`src/rtl/draw_scheduler_pkg.sv`:
```
// rtl/draw_scheduler_pkg.sv - shared FSM encoding and command packing helpers for draw_scheduler
package draw_scheduler_pkg;

  typedef enum logic [1:0] {
    S_IDLE  = 2'd0,
    S_START = 2'd1,
    S_BUSY  = 2'd2
  } state_t;

  localparam int DROP_WIDTH = 8;

  // Commands are packed as {colour, y_range, x_range, y_min, x_min}.
  function automatic int cmd_bits(input int width, input int colour_width);
    return 4 * width + colour_width;
  endfunction

endpackage

```
`src/rtl/draw_scheduler_if.sv`:
```
// rtl/draw_scheduler_if.sv - command stream from game logic and rectangle bus to screen_writer
interface draw_scheduler_if #(
  parameter int WIDTH        = 8,
  parameter int COLOUR_WIDTH = 3
);
  logic                    cmd_valid;
  logic                    cmd_ready;
  logic [WIDTH-1:0]        cmd_x_min;
  logic [WIDTH-1:0]        cmd_y_min;
  logic [WIDTH-1:0]        cmd_x_range;
  logic [WIDTH-1:0]        cmd_y_range;
  logic [COLOUR_WIDTH-1:0] cmd_colour;

  logic                    screen_start;
  logic [COLOUR_WIDTH-1:0] new_screen_colour;
  logic [WIDTH-1:0]        screen_x_min;
  logic [WIDTH-1:0]        screen_y_min;
  logic [WIDTH-1:0]        screen_x_range;
  logic [WIDTH-1:0]        screen_y_range;
  logic                    screen_done;

  modport master (
    output cmd_valid, cmd_x_min, cmd_y_min, cmd_x_range, cmd_y_range, cmd_colour, screen_done,
    input  cmd_ready, screen_start, new_screen_colour, screen_x_min, screen_y_min,
           screen_x_range, screen_y_range
  );

  modport slave (
    input  cmd_valid, cmd_x_min, cmd_y_min, cmd_x_range, cmd_y_range, cmd_colour, screen_done,
    output cmd_ready, screen_start, new_screen_colour, screen_x_min, screen_y_min,
           screen_x_range, screen_y_range
  );
endinterface

```
`src/rtl/draw_scheduler_cmd_fifo.sv`:
```
// rtl/draw_scheduler_cmd_fifo.sv - single-clock command FIFO with async-reset pointers
module cmd_fifo #(
  parameter int DATA_WIDTH = 8,
  parameter int DEPTH      = 4
) (
  input  logic                   clock,
  input  logic                   reset,
  input  logic                   push,
  input  logic [DATA_WIDTH-1:0]  push_data,
  input  logic                   pop,
  output logic [DATA_WIDTH-1:0]  pop_data,
  output logic                   full,
  output logic                   empty,
  output logic [$clog2(DEPTH):0] count
);
  localparam int AW = $clog2(DEPTH);

  logic [DATA_WIDTH-1:0] mem [DEPTH];
  logic [AW-1:0]         wr_ptr;
  logic [AW-1:0]         rd_ptr;
  logic                  push_ok;
  logic                  pop_ok;

  assign full     = (count == (AW+1)'(DEPTH));
  assign empty    = (count == '0);
  assign push_ok  = push && !full;
  assign pop_ok   = pop && !empty;
  assign pop_data = mem[rd_ptr];

  // Storage needs no reset: an entry is only read after it has been written.
  always_ff @(posedge clock) begin
    if (push_ok) mem[wr_ptr] <= push_data;
  end

  always_ff @(posedge clock or posedge reset) begin
    if (reset) begin
      wr_ptr <= '0;
      rd_ptr <= '0;
      count  <= '0;
    end else begin
      if (push_ok) wr_ptr <= wr_ptr + 1'b1;
      if (pop_ok)  rd_ptr <= rd_ptr + 1'b1;
      case ({push_ok, pop_ok})
        2'b10:   count <= count + 1'b1;
        2'b01:   count <= count - 1'b1;
        default: count <= count;
      endcase
    end
  end
endmodule

```
`src/rtl/draw_scheduler.sv`:
```
// rtl/draw_scheduler.sv - queues rectangle fills, clips them and issues them one at a time to screen_writer
module draw_scheduler
  import draw_scheduler_pkg::*;
#(
  parameter int WIDTH        = 8,
  parameter int COLOUR_WIDTH = 3,
  parameter int DEPTH        = 4,
  parameter int X_LAST       = 159,
  parameter int Y_LAST       = 119
) (
  input  logic                   clock,
  input  logic                   reset,
  draw_scheduler_if.slave        bus,
  output logic                   busy,
  output logic [$clog2(DEPTH):0] fifo_count,
  output logic [DROP_WIDTH-1:0]  dropped_count
);
  localparam int             CMD_W = cmd_bits(WIDTH, COLOUR_WIDTH);
  localparam logic [WIDTH:0] X_LIM = (WIDTH+1)'(X_LAST);
  localparam logic [WIDTH:0] Y_LIM = (WIDTH+1)'(Y_LAST);

  state_t                  state, next_state;
  logic [CMD_W-1:0]        push_data, head;
  logic                    full, empty, push, pop, load, drop;
  logic [WIDTH-1:0]        h_x_min, h_y_min, h_x_range, h_y_range;
  logic [COLOUR_WIDTH-1:0] h_colour;
  logic [WIDTH:0]          x_sum, y_sum;
  logic [WIDTH-1:0]        clip_x_range, clip_y_range;
  logic                    off_screen;

  assign push_data     = {bus.cmd_colour, bus.cmd_y_range, bus.cmd_x_range, bus.cmd_y_min, bus.cmd_x_min};
  assign bus.cmd_ready = !full;
  assign push          = bus.cmd_valid && !full;

  cmd_fifo #(.DATA_WIDTH(CMD_W), .DEPTH(DEPTH)) u_cmd_fifo (
    .clock     (clock),
    .reset     (reset),
    .push      (push),
    .push_data (push_data),
    .pop       (pop),
    .pop_data  (head),
    .full      (full),
    .empty     (empty),
    .count     (fifo_count)
  );

  assign {h_colour, h_y_range, h_x_range, h_y_min, h_x_min} = head;

  // Sums are one bit wider so a wrap past 2**WIDTH still reads as off the right/bottom edge.
  assign x_sum        = {1'b0, h_x_min} + {1'b0, h_x_range};
  assign y_sum        = {1'b0, h_y_min} + {1'b0, h_y_range};
  assign clip_x_range = (x_sum > X_LIM) ? X_LIM[WIDTH-1:0] - h_x_min : h_x_range;
  assign clip_y_range = (y_sum > Y_LIM) ? Y_LIM[WIDTH-1:0] - h_y_min : h_y_range;
  assign off_screen   = ({1'b0, h_x_min} > X_LIM) || ({1'b0, h_y_min} > Y_LIM);

  always_ff @(posedge clock or posedge reset) begin
    if (reset) state <= S_IDLE;
    else       state <= next_state;
  end

  always_comb begin
    next_state = state;
    pop        = 1'b0;
    load       = 1'b0;
    drop       = 1'b0;
    case (state)
      S_IDLE: begin
        if (!empty) begin
          pop = 1'b1;
          if (off_screen) begin
            drop = 1'b1;
          end else begin
            load       = 1'b1;
            next_state = S_START;
          end
        end
      end
      S_START: next_state = S_BUSY;
      S_BUSY:  if (bus.screen_done) next_state = S_IDLE;
      default: next_state = S_IDLE;
    endcase
  end

  assign bus.screen_start = (state == S_START);
  assign busy             = !empty || (state != S_IDLE);

  // Writer fields are held from the loading edge until the next load.
  always_ff @(posedge clock or posedge reset) begin
    if (reset) begin
      bus.screen_x_min      <= '0;
      bus.screen_y_min      <= '0;
      bus.screen_x_range    <= '0;
      bus.screen_y_range    <= '0;
      bus.new_screen_colour <= '0;
      dropped_count         <= '0;
    end else begin
      if (load) begin
        bus.screen_x_min      <= h_x_min;
        bus.screen_y_min      <= h_y_min;
        bus.screen_x_range    <= clip_x_range;
        bus.screen_y_range    <= clip_y_range;
        bus.new_screen_colour <= h_colour;
      end
      if (drop && dropped_count != {DROP_WIDTH{1'b1}}) dropped_count <= dropped_count + 1'b1;
    end
  end
endmodule
```
`src/flat_wrapper.sv`:
```
// flat-port wrapper written by rule: the top's interface ports become plain ports
module draw_scheduler_flat import draw_scheduler_pkg::*;
#(
  parameter int WIDTH        = 8,
  parameter int COLOUR_WIDTH = 3,
  parameter int DEPTH        = 4,
  parameter int X_LAST       = 159,
  parameter int Y_LAST       = 119
)
  (clock, reset, busy, fifo_count, dropped_count, bus_cmd_valid, bus_cmd_x_min, bus_cmd_y_min, bus_cmd_x_range, bus_cmd_y_range, bus_cmd_colour, bus_screen_done, bus_cmd_ready, bus_screen_start, bus_new_screen_colour, bus_screen_x_min, bus_screen_y_min, bus_screen_x_range, bus_screen_y_range);
  draw_scheduler_if #(.WIDTH(WIDTH), .COLOUR_WIDTH(COLOUR_WIDTH)) bus_i ();
  input  logic clock;
  input  logic reset;
  output logic busy;
  output logic [$clog2(DEPTH):0] fifo_count;
  output logic [DROP_WIDTH-1:0] dropped_count;
  input wire logic [$bits(bus_i.cmd_valid)-1:0] bus_cmd_valid;
  input wire logic [$bits(bus_i.cmd_x_min)-1:0] bus_cmd_x_min;
  input wire logic [$bits(bus_i.cmd_y_min)-1:0] bus_cmd_y_min;
  input wire logic [$bits(bus_i.cmd_x_range)-1:0] bus_cmd_x_range;
  input wire logic [$bits(bus_i.cmd_y_range)-1:0] bus_cmd_y_range;
  input wire logic [$bits(bus_i.cmd_colour)-1:0] bus_cmd_colour;
  input wire logic [$bits(bus_i.screen_done)-1:0] bus_screen_done;
  output wire logic [$bits(bus_i.cmd_ready)-1:0] bus_cmd_ready;
  output wire logic [$bits(bus_i.screen_start)-1:0] bus_screen_start;
  output wire logic [$bits(bus_i.new_screen_colour)-1:0] bus_new_screen_colour;
  output wire logic [$bits(bus_i.screen_x_min)-1:0] bus_screen_x_min;
  output wire logic [$bits(bus_i.screen_y_min)-1:0] bus_screen_y_min;
  output wire logic [$bits(bus_i.screen_x_range)-1:0] bus_screen_x_range;
  output wire logic [$bits(bus_i.screen_y_range)-1:0] bus_screen_y_range;
  assign bus_i.cmd_valid = bus_cmd_valid;
  assign bus_i.cmd_x_min = bus_cmd_x_min;
  assign bus_i.cmd_y_min = bus_cmd_y_min;
  assign bus_i.cmd_x_range = bus_cmd_x_range;
  assign bus_i.cmd_y_range = bus_cmd_y_range;
  assign bus_i.cmd_colour = bus_cmd_colour;
  assign bus_i.screen_done = bus_screen_done;
  assign bus_cmd_ready = bus_i.cmd_ready;
  assign bus_screen_start = bus_i.screen_start;
  assign bus_new_screen_colour = bus_i.new_screen_colour;
  assign bus_screen_x_min = bus_i.screen_x_min;
  assign bus_screen_y_min = bus_i.screen_y_min;
  assign bus_screen_x_range = bus_i.screen_x_range;
  assign bus_screen_y_range = bus_i.screen_y_range;
  draw_scheduler #(.WIDTH(WIDTH), .COLOUR_WIDTH(COLOUR_WIDTH), .DEPTH(DEPTH), .X_LAST(X_LAST), .Y_LAST(Y_LAST)) u_core (.clock(clock), .reset(reset), .bus(bus_i), .busy(busy), .fifo_count(fifo_count), .dropped_count(dropped_count));
endmodule
```
`config.mk`:
```
export PLATFORM = sky130hd
export DESIGN_NAME = draw_scheduler_flat
export DESIGN_NICKNAME = d
export VERILOG_FILES = /design/src/rtl/draw_scheduler_pkg.sv /design/src/rtl/draw_scheduler_if.sv /design/src/rtl/draw_scheduler_cmd_fifo.sv /design/src/rtl/draw_scheduler.sv /design/src/flat_wrapper.sv
export SDC_FILE = /design/constraint.sdc
export NUM_CORES = 1
export LEC_CHECK = 0
export CAP_MARGIN = 40
export CORE_MARGIN = 1
export CORE_UTILIZATION = 51
export DETAILED_ROUTE_END_ITERATION = 12
export HOLD_SLACK_MARGIN = 0.02
export PLACE_DENSITY_LB_ADDON = 0.3
export REMOVE_ABC_BUFFERS = 1
export SETUP_SLACK_MARGIN = 0.15
export SYNTH_ARGS = -nofsm -noshare
export SYNTH_HDL_FRONTEND = slang
export SYNTH_SLANG_ARGS = --single-unit
```
`constraint.sdc`:
```
create_clock -name clock -period 3.6 [get_ports clock]
set_input_delay 0.72 -clock clock [delete_from_list [all_inputs] [get_ports clock]]
set_output_delay 0.72 -clock clock [all_outputs]
set_load 0.02 [all_outputs]
```
==> results.json <==
{
  "status": "completed",
  "clock_latency_ns": 0.42,
  "routed_wl_um": 16070,
  "p_leak_nw": 3.789,
  "rsz0062_at_grt": "true",
  "dpl_cell_area_mm2": 0.009363,
  "drive_gt1_frac": 0.1599,
  "setup_viol": 0,
  "ys.flop_type": "edfxtp_1",
  "vias": 4802,
  "die_area_mm2": 0.01641,
  "cts.reportedPaths.clkPinSlew_ns": 0.07,
  "period_share": 0.9424,
  "wl_per_cell_um": 18.93,
  "core_mm2": 0.01537,
  "required_ns": 3.96,
  "tritoncts": "done",
  "slew_violations": 0,
  "fmax_mhz": 294.8,
  "areaGrowthSynthToFinish_pct": 23.97,
  "synthArstFlopShare": 0.2708,
  "ant_nets": 0,
  "drt-vias-per-instance": 5.656,
  "synth.distinct_cells": 55,
  "initial_core_util": 0.5275,
  "min_period_ns": 3.393,
  "grt_pass1_wl_um": 25620,
  "finalHoldViolCount": 0,
  "tightest_slew_ns": 0.6048,
  "cp.arrival_ns": 3.75,
  "worstSetupPathType": "flop to flop",
  "finalInstanceArea_mm2": 0.01005,
  "ctsLongestPathBuffers": 2,
  "synth.avg_cell_area_um2": 15.68,
  "drv_cap": 0,
  "pin_count": 88,
  "grt.overflow.total": 0,
  "dr.pass1.iters": 5,
  "drt_iter0_drc": 293,
  "final.setup.tns_ns": 0,
  "synth-seq-cells": 192,
  "drc": 0,
  "crit_slowest_cell": "mux4_2",
  "die_width_um": 128.1,
  "yosys_warnings": 0,
  "yosysSeqAreaShare": 0.6790,
  "powerDensity_mw_per_mm2": 1048,
  "synth_top_area_cell": "edfxtp_1",
  "cts_sinks": 192,
  "grt.total_usage": 0.2112,
  "rows": 45,
  "cp-end-kind": "flop",
  "io_buffer_count": 87,
  "hp-class": "flop to flop",
  "finalWeightedCongestion": 0.8619,
  "grt_antenna_before_repair": 1,
  "finalClockSkew_ns": 0.008066,
  "fp.dieH_um": 128.1,
  "htree_levels": 4,
  "insertedDiodeCount": 0,
  "grt_max_degree": 40,
  "crit_chain": "buf_4 -> clkbuf_16 -> mux4_2 -> ha_1 -> inv_1 -> nor4_1 -> a21oi_1 -> or4_1 -> or2_1 -> o31ai_1 -> o22a_1",
  "cts_root_buf": "clkbuf_16",
  "syn_inst": 517,
  "crit_family": "simple AND/OR/NAND/NOR gates",
  "dp_hpwl_um": 10610,
  "total_power_w": 0.01053,
  "cp_max_fo": 10,
  "grt_pass1_vias": 4868,
  "slowest_delay_ns": 0.57,
  "nets": 691,
  "cts-buffers-inserted": 17,
  "synth_top_area_frac": 0.5185,
  "path_buf_inv": 3,
  "synth_edf_count": 140,
  "synthTopCellsByArea": "edfxtp_1 52%, dfrtp_1 16%, mux4_2 8.3%",
  "ir_drop_mv": 0.4219,
  "slew_headroom": 0.5968,
  "startpoint_type": "flop",
  "syn_area_mm2": 0.008108
}
kinds of logic (layout without fill, tap and decap cells):
kind of cell | after synthesis | after routing | share of synthesized area
AND/OR/NAND/NOR | 129 | 129 | 0.07408
multiplexers | 44 | 44 | 0.1071
flip-flops | 192 | 192 | 0.6790
adder cells (fa/ha/maj) | 27 | 27 | 0.04444
AO/OA/AOI/OAI | 66 | 66 | 0.05293
buffers and inverters | 40 | 161 | 0.02191
XOR/XNOR | 19 | 19 | 0.02052
placed cells by master, fill, tap and decap left out, drive strengths merged, types with 18 or more instances in the layout:
cell type and n:
clkbuf 20, edfxtp 140, inv 22, clkdlybuf4s50 87, dfrtp 52, mux4 33, ha 24, buf 20
a21oi 18, nand2 64
final cells by class:
class                           count  area [um^2]
Multi-Input combinational cell    285         2437
Clock inverter                     13        158.9
Fill cell                        1068         5320
Timing Repair Buffer              108         1151
Tap cell                          211        264.0
Inverter                           21        78.83
Sequential cell                   192         5508
Clock buffer                       19        452.9
state kept, by name, summed over array words and instances, names as in the netlist, 3 cells and up:
signal,cells
u_core.bus.new_screen_colour,3
u_core.bus.screen_x_min,8
u_core.bus.screen_x_range,8
u_core.bus.screen_y_min,8
u_core.bus.screen_y_range,8
u_core.dropped_count,8
u_core.u_cmd_fifo.count,3
u_core.u_cmd_fifo.mem,140
synth_stat cells, types with 2 or more instances:
cell type and count:
xnor2_1 16, ha_1 24, o21ai_1 2, buf_2 10, a21o_1 7, inv_1 20, mux2i_1 8, nor3_1 2
nand2_1 63, clkbuf_1 5, a211oi_1 2, nor2_1 15, mux4_2 30, a21oi_1 18, nand4_1 7, buf_1 2
mux4_1 3, a31oi_1 6, a21boi_0 2, nor2b_1 5, o31ai_1 2, xor2_1 3, mux2_2 3, edfxtp_1 140
and3_1 8, dfrtp_1 52, fa_1 3, or3_1 4, buf_6 2, nor3b_1 3, o211ai_1 2, o21a_1 3
nand3_1 13, o21ai_0 11
routing by layer:
metal | GRT usage | vias to the layer above | part of all wire
met4 | 0.09066 | 2 | 0.017
met1 | 0.2672 | 2445 | 0.43
met5 | 0 | - | 0.00068
met2 | 0.3609 | 148 | 0.52
met3 | 0.03673 | 25 | 0.036
li1 | - | 2182 | -
worst paths after layout:
check	startpoint	end	slack [ns]	depth (start not counted)
min in group asynchronous	reset	u_core.bus.screen_y_min[7]$_DFFE_PP0P_	0.58	2
worst max-delay path	u_core.u_cmd_fifo.rd_ptr[0]$_DFFE_PP0P_	u_core.bus.screen_y_range[1]$_DFFE_PP0P_	0.21	11
worst min register to register	u_core.bus.screen_y_min[5]$_DFFE_PP0P_	u_core.bus.screen_y_min[5]$_DFFE_PP0P_	0.48	2
worst max register to register	u_core.u_cmd_fifo.rd_ptr[0]$_DFFE_PP0P_	u_core.bus.screen_y_range[1]$_DFFE_PP0P_	0.21	11
worst min-delay path	u_core.bus.screen_y_min[5]$_DFFE_PP0P_	u_core.bus.screen_y_min[5]$_DFFE_PP0P_	0.48	2
max in group asynchronous	reset	u_core.u_cmd_fifo.rd_ptr[1]$_DFFE_PP0P_	2.19	3
tightest hold or removal path: stages (launching register included):
cell	delay, ns
dfrtp_1	0.34
nand2_1	0.06
nand2_1	0.05
where the power goes:
group          switching [W]  internal, W  total (W)  leakage, nW
registers           0.000278      0.00303    0.00330         1.91
clock network       0.000801      0.00113    0.00193        0.296
logic                0.00291      0.00238    0.00530         1.58
metrics by stage:
step / hold WS (ns) / instances / utilization / worst slack, ns
finish: 0.4771 / 849 / 0.6539 / 0.2075
global route: 0.5020 / 849 / 0.6539 / 0.1248
CTS: 0.4793 / 845 / 0.6492 / 0.1887
detailed placement: 0.4634 / 813 / 0.6091 / 0.1766
global placement: 0.4567 / 810 / 0.6037 / 0.3027
floorplan: 0.5796 / 498 / - / -0.9686
what timing repair did:
item / 4_1_cts / 5_1_grt
cloned: 0 / 1
setup endpoints to repair: 1 / 16
pin swaps: 0 / 1
hold buffers: 0 / 0
setup buffers: 0 / 3
gates resized for setup: 1 / 10
No activity file was read; power rests on OpenSTA's default activity.
